File: src/rtl/demux22_pkg.sv
// Shared types and constants for the demux22_router burst demultiplexer.
package demux22_pkg;
  typedef enum logic {
    IDLE  = 1'b0,
    BURST = 1'b1
  } state_t;

  localparam logic ROUTE_OUT0 = 1'b0;
  localparam logic ROUTE_OUT1 = 1'b1;

  localparam int STAT_W = 16;

  // Saturating increment used by the optional statistics counters.
  function automatic logic [STAT_W-1:0] sat_inc(input logic [STAT_W-1:0] v);
    return (&v) ? v : v + 1'b1;
  endfunction
endpackage

File: src/rtl/demux22_fifo.sv
// Synchronous FIFO with registered head; a push into an empty FIFO is visible
// on the head the following cycle (no fall-through).
module demux22_fifo #(
  parameter int W     = 2,
  parameter int DEPTH = 2
) (
  input  logic         clk,
  input  logic         reset,
  input  logic         push,
  input  logic         pop,
  input  logic [W-1:0] wdata,
  output logic [W-1:0] head,
  output logic         full,
  output logic         empty
);
  localparam int AW = $clog2(DEPTH);
  localparam logic [AW:0] FULL_CNT = (AW+1)'(DEPTH);

  logic [W-1:0]  mem [DEPTH];
  logic [AW-1:0] wr_ptr;
  logic [AW-1:0] rd_ptr;
  logic [AW:0]   count;
  logic          do_push;
  logic          do_pop;

  assign full    = (count == FULL_CNT);
  assign empty   = (count == '0);
  assign do_push = push && !full;
  assign do_pop  = pop && !empty;
  assign head    = mem[rd_ptr];

  // Storage is cleared on reset so the heads read zero out of reset.
  always_ff @(posedge clk) begin
    if (reset) begin
      wr_ptr <= '0;
      rd_ptr <= '0;
      count  <= '0;
      for (int i = 0; i < DEPTH; i++) mem[i] <= '0;
    end else begin
      if (do_push) begin
        mem[wr_ptr] <= wdata;
        wr_ptr      <= wr_ptr + 1'b1;
      end
      if (do_pop) rd_ptr <= rd_ptr + 1'b1;
      case ({do_push, do_pop})
        2'b10:   count <= count + 1'b1;
        2'b01:   count <= count - 1'b1;
        default: count <= count;
      endcase
    end
  end
endmodule

File: src/rtl/demux22_router.sv
// Burst-granular 1:2 stream demultiplexer with a FIFO per output.
// Define DEMUX22_STATS_EN to add beat and burst counters (cnt0, cnt1, bursts).
module demux22_router
  import demux22_pkg::*;
#(
  parameter int W     = 2,
  parameter int DEPTH = 2
) (
  input  logic         clk,
  input  logic         reset,
  input  logic [W-1:0] in_data,
  input  logic         in_sel,
  input  logic         in_last,
  input  logic         in_valid,
  output logic         in_ready,
  output logic [W-1:0] out0_data,
  output logic         out0_valid,
  input  logic         out0_ready,
  output logic [W-1:0] out1_data,
  output logic         out1_valid,
  input  logic         out1_ready
`ifdef DEMUX22_STATS_EN
  ,
  output logic [STAT_W-1:0] cnt0,
  output logic [STAT_W-1:0] cnt1,
  output logic [STAT_W-1:0] bursts
`endif
);
  state_t state;
  logic   route_q;
  logic   route;
  logic   full0, full1;
  logic   empty0, empty1;
  logic   accept;
  logic   push0, push1;

  // Valid/ready: a beat transfers on a rising edge where in_valid && in_ready;
  // an output head transfers where outN_valid && outN_ready. in_ready looks
  // only at the current count, never at a same-cycle pop.
  assign route    = (state == IDLE) ? in_sel : route_q;
  assign in_ready = !reset && ((route == ROUTE_OUT1) ? !full1 : !full0);
  assign accept   = in_valid && in_ready;
  assign push0    = accept && (route == ROUTE_OUT0);
  assign push1    = accept && (route == ROUTE_OUT1);

  assign out0_valid = !empty0;
  assign out1_valid = !empty1;

  demux22_fifo #(.W(W), .DEPTH(DEPTH)) u_fifo0 (
    .clk   (clk),
    .reset (reset),
    .push  (push0),
    .pop   (out0_ready),
    .wdata (in_data),
    .head  (out0_data),
    .full  (full0),
    .empty (empty0)
  );

  demux22_fifo #(.W(W), .DEPTH(DEPTH)) u_fifo1 (
    .clk   (clk),
    .reset (reset),
    .push  (push1),
    .pop   (out1_ready),
    .wdata (in_data),
    .head  (out1_data),
    .full  (full1),
    .empty (empty1)
  );

  always_ff @(posedge clk) begin
    if (reset) begin
      state   <= IDLE;
      route_q <= ROUTE_OUT0;
    end else if (accept) begin
      case (state)
        IDLE: begin
          if (!in_last) begin
            state   <= BURST;
            route_q <= in_sel;
          end
        end
        BURST: begin
          if (in_last) state <= IDLE;
        end
        default: state <= IDLE;
      endcase
    end
  end

`ifdef DEMUX22_STATS_EN
  always_ff @(posedge clk) begin
    if (reset) begin
      cnt0   <= '0;
      cnt1   <= '0;
      bursts <= '0;
    end else begin
      if (push0) cnt0 <= sat_inc(cnt0);
      if (push1) cnt1 <= sat_inc(cnt1);
      if (accept && in_last) bursts <= sat_inc(bursts);
    end
  end
`endif
endmodule

File: config.mk
export PLATFORM = sky130hd
export DESIGN_NAME = demux22_router
export DESIGN_NICKNAME = d
export VERILOG_FILES = /design/src/rtl/demux22_pkg.sv /design/src/rtl/demux22_fifo.sv /design/src/rtl/demux22_router.sv
export SDC_FILE = /design/constraint.sdc
export NUM_CORES = 1
export LEC_CHECK = 0
export ABC_AREA = 1
export CAP_MARGIN = 5
export CORE_UTILIZATION = 53
export CTS_BUF_LIST = sky130_fd_sc_hd__clkbuf_4 sky130_fd_sc_hd__clkbuf_8
export CTS_CLUSTER_SIZE = 8
export DETAILED_ROUTE_END_ITERATION = 8
export PLACE_DENSITY = 0.78
export SYNTH_ARGS = -nofsm -noshare
export SYNTH_HDL_FRONTEND = slang
export SYNTH_SLANG_ARGS = --single-unit
File: constraint.sdc
create_clock -name clk -period 2 [get_ports clk]
set_input_delay 0.4 -clock clk [delete_from_list [all_inputs] [get_ports clk]]
set_output_delay 0.4 -clock clk [all_outputs]
set_load 0.01 [all_outputs]
==> key figures, run 1 <==
Placement
  • Placer Congestion: about 0.75
  • Dpl hpwl: 1260 µm
  • DP Worst Slack: -0.302 ns
  • Count of input and output buffers: 15
  • Post-DP Area: about 1100 µm²

Logic synthesis
  • Seq cells post-synth: 20
  • Seq/Total Area, Yosys: between 50% and 60%
  • Post-Syn Nets: between 100 and 150
  • Cell count after synthesis: 104
  • Post-Syn Area: around 910 µm²
  • Synth unique cells: 16
  • Syn Area/Cell: 8.77 µm²
  • Synth warn: 0

Run
  • Maximum capacitance violations: 0

Worst setup path
  • CP required: about 1.6 ns
  • Type of origin of the critical path: flop
  • CP max stage cell: clkdlybuf4s50_1
  • Crit path DAT: 1.47 ns
  • CP Capture Type: output pin
  • Kind of critical path: flop to output pin
  • Worst Path Max Fanout: 2
  • Crit-path max cell delay: between 0.4 and 0.5 ns
  • Worst path cell trace: mux2_2 -> clkdlybuf4s50_1

Floorplanning
  • Die Y: about 43 µm
  • Die Wd: roughly 43 µm
  • Core Area: between 1500 and 2000 µm²
  • Die ar.: about 1900 µm²
  • IO Pins: 16
  • Cell row count: 14
  • Starting Density: 58.5%

Cells and area
  • Ant. Diodes: 0
  • Layout Nets: 143
  • Area Overhead vs Synth: 29.2%
  • Final Instance Area: 1180 µm²
  • FF+latch area: slightly below 500 µm²
  • Area of the multi-input gates: roughly 380 µm²
  • Share of layout cells above drive strength 1: roughly a fifth
  • Fill cells: 118

Global routing
  • Top Usage Layer GRT: met2
  • First-pass GRT wire length: 2780 µm
  • Overall Global Routing Usage: between 20% and 30%
  • Met2 usage: between 30% and 40%
  • Pin count of the biggest net entering global routing: 12
  • Total gr overflow: 0
  • Initial antenna violation count: 0
  • Vias in the first global route: 713
  • Met1 usage: 22.5%
  • Met3 Use GR: under 10%

Drt
  • 1st-pass router iterations: 5
  • DRT Wirelength: 1530 µm
  • DR vias: between 700 and 800
  • Detailed Route Iter0 Violations: 25
  • WL per Instance: 10.4 µm
  • Post-route ant nets: 0
  • Vias per cell: between 5 and 6
  • DRC: 5

Clock tree
  • CTS tree: yes
  • Post-CTS setup buffer count: 0
  • Clk_lat worst skew: 0.29 ns
  • Hold Buf Count CTS: 0
  • Inserted Clock Buffers: 3
  • Sinks on Clock Net: 20
  • Root Driver: clkbuf_4
  • H-tree levels: 1
  • Reg clk slew, reported paths: 0.10 ns
  • Clock tree buffer depth: 2

STA
  • Max Slew Vio Count: 0
  • Setup ws final: between 0.1 and 0.15 ns
  • Setup-failing EPs final: 0
  • Slew HR: 84.5%
  • Worst Skew: a little under 0.008 ns
  • Final Cycle Share: 93.3%
  • Final hold viol count: 0
  • Fmax achieved: approximately 540 MHz
  • Fin crit period: 1.87 ns
  • Slew @ Worst Pin: approximately 0.23 ns
  • RSZ-0062 raised after global routing: no

Pwr
  • Power Density: around 750 nW/µm²
  • P_leak: about 0.53 nW
  • Maximum VDD drop: just under 500 µV

Hold path
  • Hold Crit Class: primary input to flop

Outcome
  • Violated checks: DRC
  • Status: finished with violations
[flip-flops by register name, indices dropped and copies added, names as in the netlist, named ones only]
name            count
u_fifo1.mem         4
u_fifo1.wr_ptr      1
u_fifo0.rd_ptr      1
route_q             1
u_fifo1.rd_ptr      1
state               1
u_fifo0.wr_ptr      1
u_fifo1.count       2
u_fifo0.count       2
u_fifo0.mem         4
[per-layer routing]
metal | vias to the layer above | wire length, µm
met5 | - | 0
met4 | 0 | 14
met3 | 2 | 61
met2 | 14 | 760
met1 | 317 | 692
li1 | 406 | -
[worst max-delay path: cells and delay by family (launching register included)]
kind,cells,cell delay (ns)
flops,1,0.37
mux,1,0.34
buf+inv,1,0.47
[cell usage after synthesis (all sizes together)]
cell type / count / area share (%)
a21oi: 12 / 6.6
ha: 2 / 2.7
nor2: 12 / 5.8
nand2: 22 / 10
dfxtp: 12 / 26
nand4: 4 / 2.7
o21ai: 9 / 4.9
or2: 1 / 0.69
buf: 1 / 0.55
edfxtp: 8 / 26
inv: 14 / 5.8
nand3: 3 / 2.2
mux2: 4 / 4.9
[layout by cell type (no fill, tap or decap), types with 4 or more instances in the layout]
cell type	synthesis	routed
a21oi_1	12	12
buf_4	0	9
clkbuf_4	0	4
clkdlybuf4s50_1	0	13
dfxtp_1	12	12
edfxtp_1	8	8
inv_1	14	14
mux2_2	4	4
nand2_1	17	16
nand2_2	5	6
nand4_1	4	4
nor2_1	11	11
o21ai_0	9	7
[metrics by stage]
stage / TNS (ns) / util, % / total power, mW / hold slack [ns] / instances
2_1_floorplan: 0 / - / 0.590 / 0.426 / 104
3_3_place_gp: -0.677 / 73.4 / 0.678 / 0.436 / 143
3_5_place_dp: -1.03 / 73.4 / 0.687 / 0.445 / 143
4_1_cts: 0 / 75.3 / 0.891 / 0.462 / 147
5_1_grt: 0 / 75.6 / 0.943 / 0.431 / 147
6_report: 0 / 75.6 / 0.883 / 0.414 / 147
[power by group]
group | total, mW | internal [mW] | leakage, nW | switching, mW
registers | 0.477 | 0.458 | 0.181 | 0.0185
logic | 0.201 | 0.104 | 0.328 | 0.0961
clock network | 0.206 | 0.0910 | 0.0184 | 0.115
[repair_timing]
item,CTS,global route
resized for setup,1,4
pin swaps,0,1
setup endpoints to repair,1,4
[final timing paths]
check	endpoint	depth (start not counted)	startpoint	slack, ns
setup / recovery	out1_data[1]	2	flop	0.13
hold / removal	route_q	3	in_sel	0.41
setup reg to reg	u_fifo0.count[1]	12	state	0.24
hold reg to reg	u_fifo0.rd_ptr	1	u_fifo0.rd_ptr	0.46
[logic make-up after synthesis]
logic type | after synthesis | synth area share, %
compound gates | 21 | 11.5
fa+ha+maj | 2 | 2.74
buf+inv | 15 | 6.31
flops | 20 | 52.7
mux | 4 | 4.94
simple gates | 42 | 21.8
[final cells by class]
type                       instances  area share [%]
clock buffer                       4            2.55
timing repair buffer              24            18.6
sequential                        20            40.8
tap                               16            1.70
multi-input combinational         69            32.0
inverter                          14            4.46
No activity file was read; power rests on OpenSTA's default activity.
==> inputs of run 2 (changes only) <==
CORE_UTILIZATION = 50   (was 53)
CTS_BUF_LIST = sky130_fd_sc_hd__clkbuf_16   (was sky130_fd_sc_hd__clkbuf_4 sky130_fd_sc_hd__clkbuf_8)
PLACE_DENSITY = 0.74   (was 0.78)
==> key figures, run 2 (same netlist as run 1, synthesis figures left out) <==
Cells and area
  • Most common cell after layout, fill and taps aside: nand2_1
  • Layout Nets: 145 (+1.4%)
  • Ant. Diodes: 0 (unchanged)
  • Area Overhead vs Synth: 38.8%
  • Final Util: 73.3% (-2.3 points)
  • Top flop regs: u_fifo0.mem x4, u_fifo1.mem x4
  • Share of layout cells above drive strength 1: 21.2% (+2.1 points)
  • Area of the multi-input gates: 393 µm² (+4.3%)
  • FF+latch area: 480 µm² (unchanged)
  • Fill cells: 135 (+14%)
  • Commonest cells after routing, fill and taps aside: nand2_1, inv_1, clkdlybuf4s50_1, dfxtp_1

Drt
  • Post-route ant nets: 0 (unchanged)
  • WL per Instance: 10.4 µm (+0.25%)
  • Detailed Route Iter0 Violations: 18 (-28%)
  • 1st-pass router iterations: 4 (-1)
  • Vias per cell: 4.90 (-2.4%)
  • DRT Wirelength: 1640 µm (+7.1%)
  • DR vias: 770 (+4.2%)
  • DRC: 0 (-5)

STA
  • RSZ-0062 raised after global routing: no
  • Slew @ Worst Pin: 0.266 ns (+0.0351 ns)
  • Setup-failing EPs final: 0 (unchanged)
  • Slew HR: 82.1% (-2.4 points)
  • Final Cycle Share: 89.5% (-3.8 points)
  • Max Slew Vio Count: 0 (unchanged)
  • Fmax achieved: 558 MHz (+4.2%)
  • Setup ws final: 0.209 ns (+0.0760 ns)
  • Worst Skew: 0.00276 ns (-0.00499 ns)
  • Fin crit period: 1.79 ns (-0.0760 ns)
  • Final hold viol count: 0 (unchanged)

Placement
  • Count of input and output buffers: 15 (unchanged)
  • Dpl hpwl: 1230 µm (-2.1%)
  • DP Worst Slack: -0.259 ns (+0.0428 ns)
  • Placer Congestion: 0.750 (+0.24%)

Clock tree
  • Root Driver: clkbuf_16
  • CTS tree: yes
  • Sinks on Clock Net: 20 (unchanged)
  • H-tree levels: 1 (unchanged)
  • Inserted Clock Buffers: 3 (unchanged)
  • Reg clk slew, reported paths: 0.05 ns (-0.05 ns)
  • Hold Buf Count CTS: 0 (unchanged)
  • Clock tree buffer depth: 2 (unchanged)
  • Clk_lat worst skew: 0.24 ns (-0.05 ns)

Floorplanning
  • Cell row count: 15 (+1)
  • Die Y: 44.7 µm (+2.8%)
  • Starting Density: 52.8% (-5.7 points)
  • IO Pins: 16 (unchanged)
  • Core Area: 1730 µm² (+11%)
  • Die ar.: 2000 µm² (+5.7%)
  • Die Wd: 44.7 µm (+2.8%)

Outcome
  • Status: completed

Global routing
  • First-pass GRT wire length: 2460 µm (-12%)
  • Initial antenna violation count: 0 (unchanged)
  • Overall Global Routing Usage: 17.4% (-2.6 points)
  • Total gr overflow: 0 (unchanged)
  • Pin count of the biggest net entering global routing: 14 (+2)
  • Vias in the first global route: 655 (-8.1%)

Worst setup path
  • Type of origin of the critical path: flop
  • CP Capture Type: output pin
  • CP required: 1.60 ns (about the same)
  • Kind of critical path: flop to output pin
  • Worst Path Max Fanout: 2 (unchanged)
  • Crit path DAT: 1.39 ns (-0.08 ns)

Hold path
  • Hold Crit Class: flop to flop

Pwr
  • Maximum VDD drop: 615 µV (+24%)
  • Power Density: 854 nW/µm² (+14%)
  • P_leak: 0.554 nW (+5.1%)

Run
  • Maximum capacitance violations: 0 (unchanged)
## run 2: cell count changes in the layout (fill, tap and decap cells not counted), moves of 2 or more
cell       change
buf_4          +2
clkbuf_16      +3
clkbuf_4       -4
o21ai_0        -2
o21ai_1        +2
## run 2: repair_timing
item | CTS | global route
buffers inserted | 0 | 0
pin swaps | 0 | 2
gates resized for setup | 2 | 7
endpoints found under the setup margin | 2 | 4
## run 2: cell type report
| type | count | share of cell area (%) |
|---|---|---|
| inverters | 14 | 4.15 |
| clock buffers | 3 | 5.93 |
| multi-input cells | 69 | 31.0 |
| repair buffers | 26 | 18.5 |
| flip-flops and latches | 20 | 37.9 |
| well taps | 25 | 2.47 |
## run 2: critical path: stages (launching register included)
cell             delay (ns)
dfxtp_1                0.34
mux2_2                 0.34
clkdlybuf4s50_1        0.47
## run 2: report_power, final
group / switching [mW] / internal [mW]
clock network: 0.125 / 0.263
registers: 0.0195 / 0.460
logic: 0.101 / 0.113
## run 2: through the flow
step	cell area, µm²	setup TNS [ns]	std cells	total power [mW]	hold slack (ns)
4_1_cts	1240	0	157	1.08	0.451
2_1_floorplan	912	0	104	0.590	0.426
3_5_place_dp	1170	-0.935	154	0.692	0.443
3_3_place_gp	1170	-0.634	154	0.683	0.436
5_1_grt	1270	0	157	1.14	0.471
6_report	1270	0	157	1.08	0.453
## run 2: worst paths after layout
path,start,endpoint,slack [ns],cells past startpoint
worst max-delay path,flop,out0_data[0],0.21,2
worst min-delay path,u_fifo1.rd_ptr,u_fifo1.rd_ptr,0.45,1
worst min register to register,u_fifo1.rd_ptr,u_fifo1.rd_ptr,0.45,1
worst max register to register,u_fifo0.count[0],u_fifo0.count[1],0.28,12
## run 2: routing by layer
layer	track usage, %	share of wire, %	wire, µm
met1	18.4	43	702
met2	32.4	53	869
met3	3.60	3.2	52
met4	9.09	0.61	10
met5	0	0	0
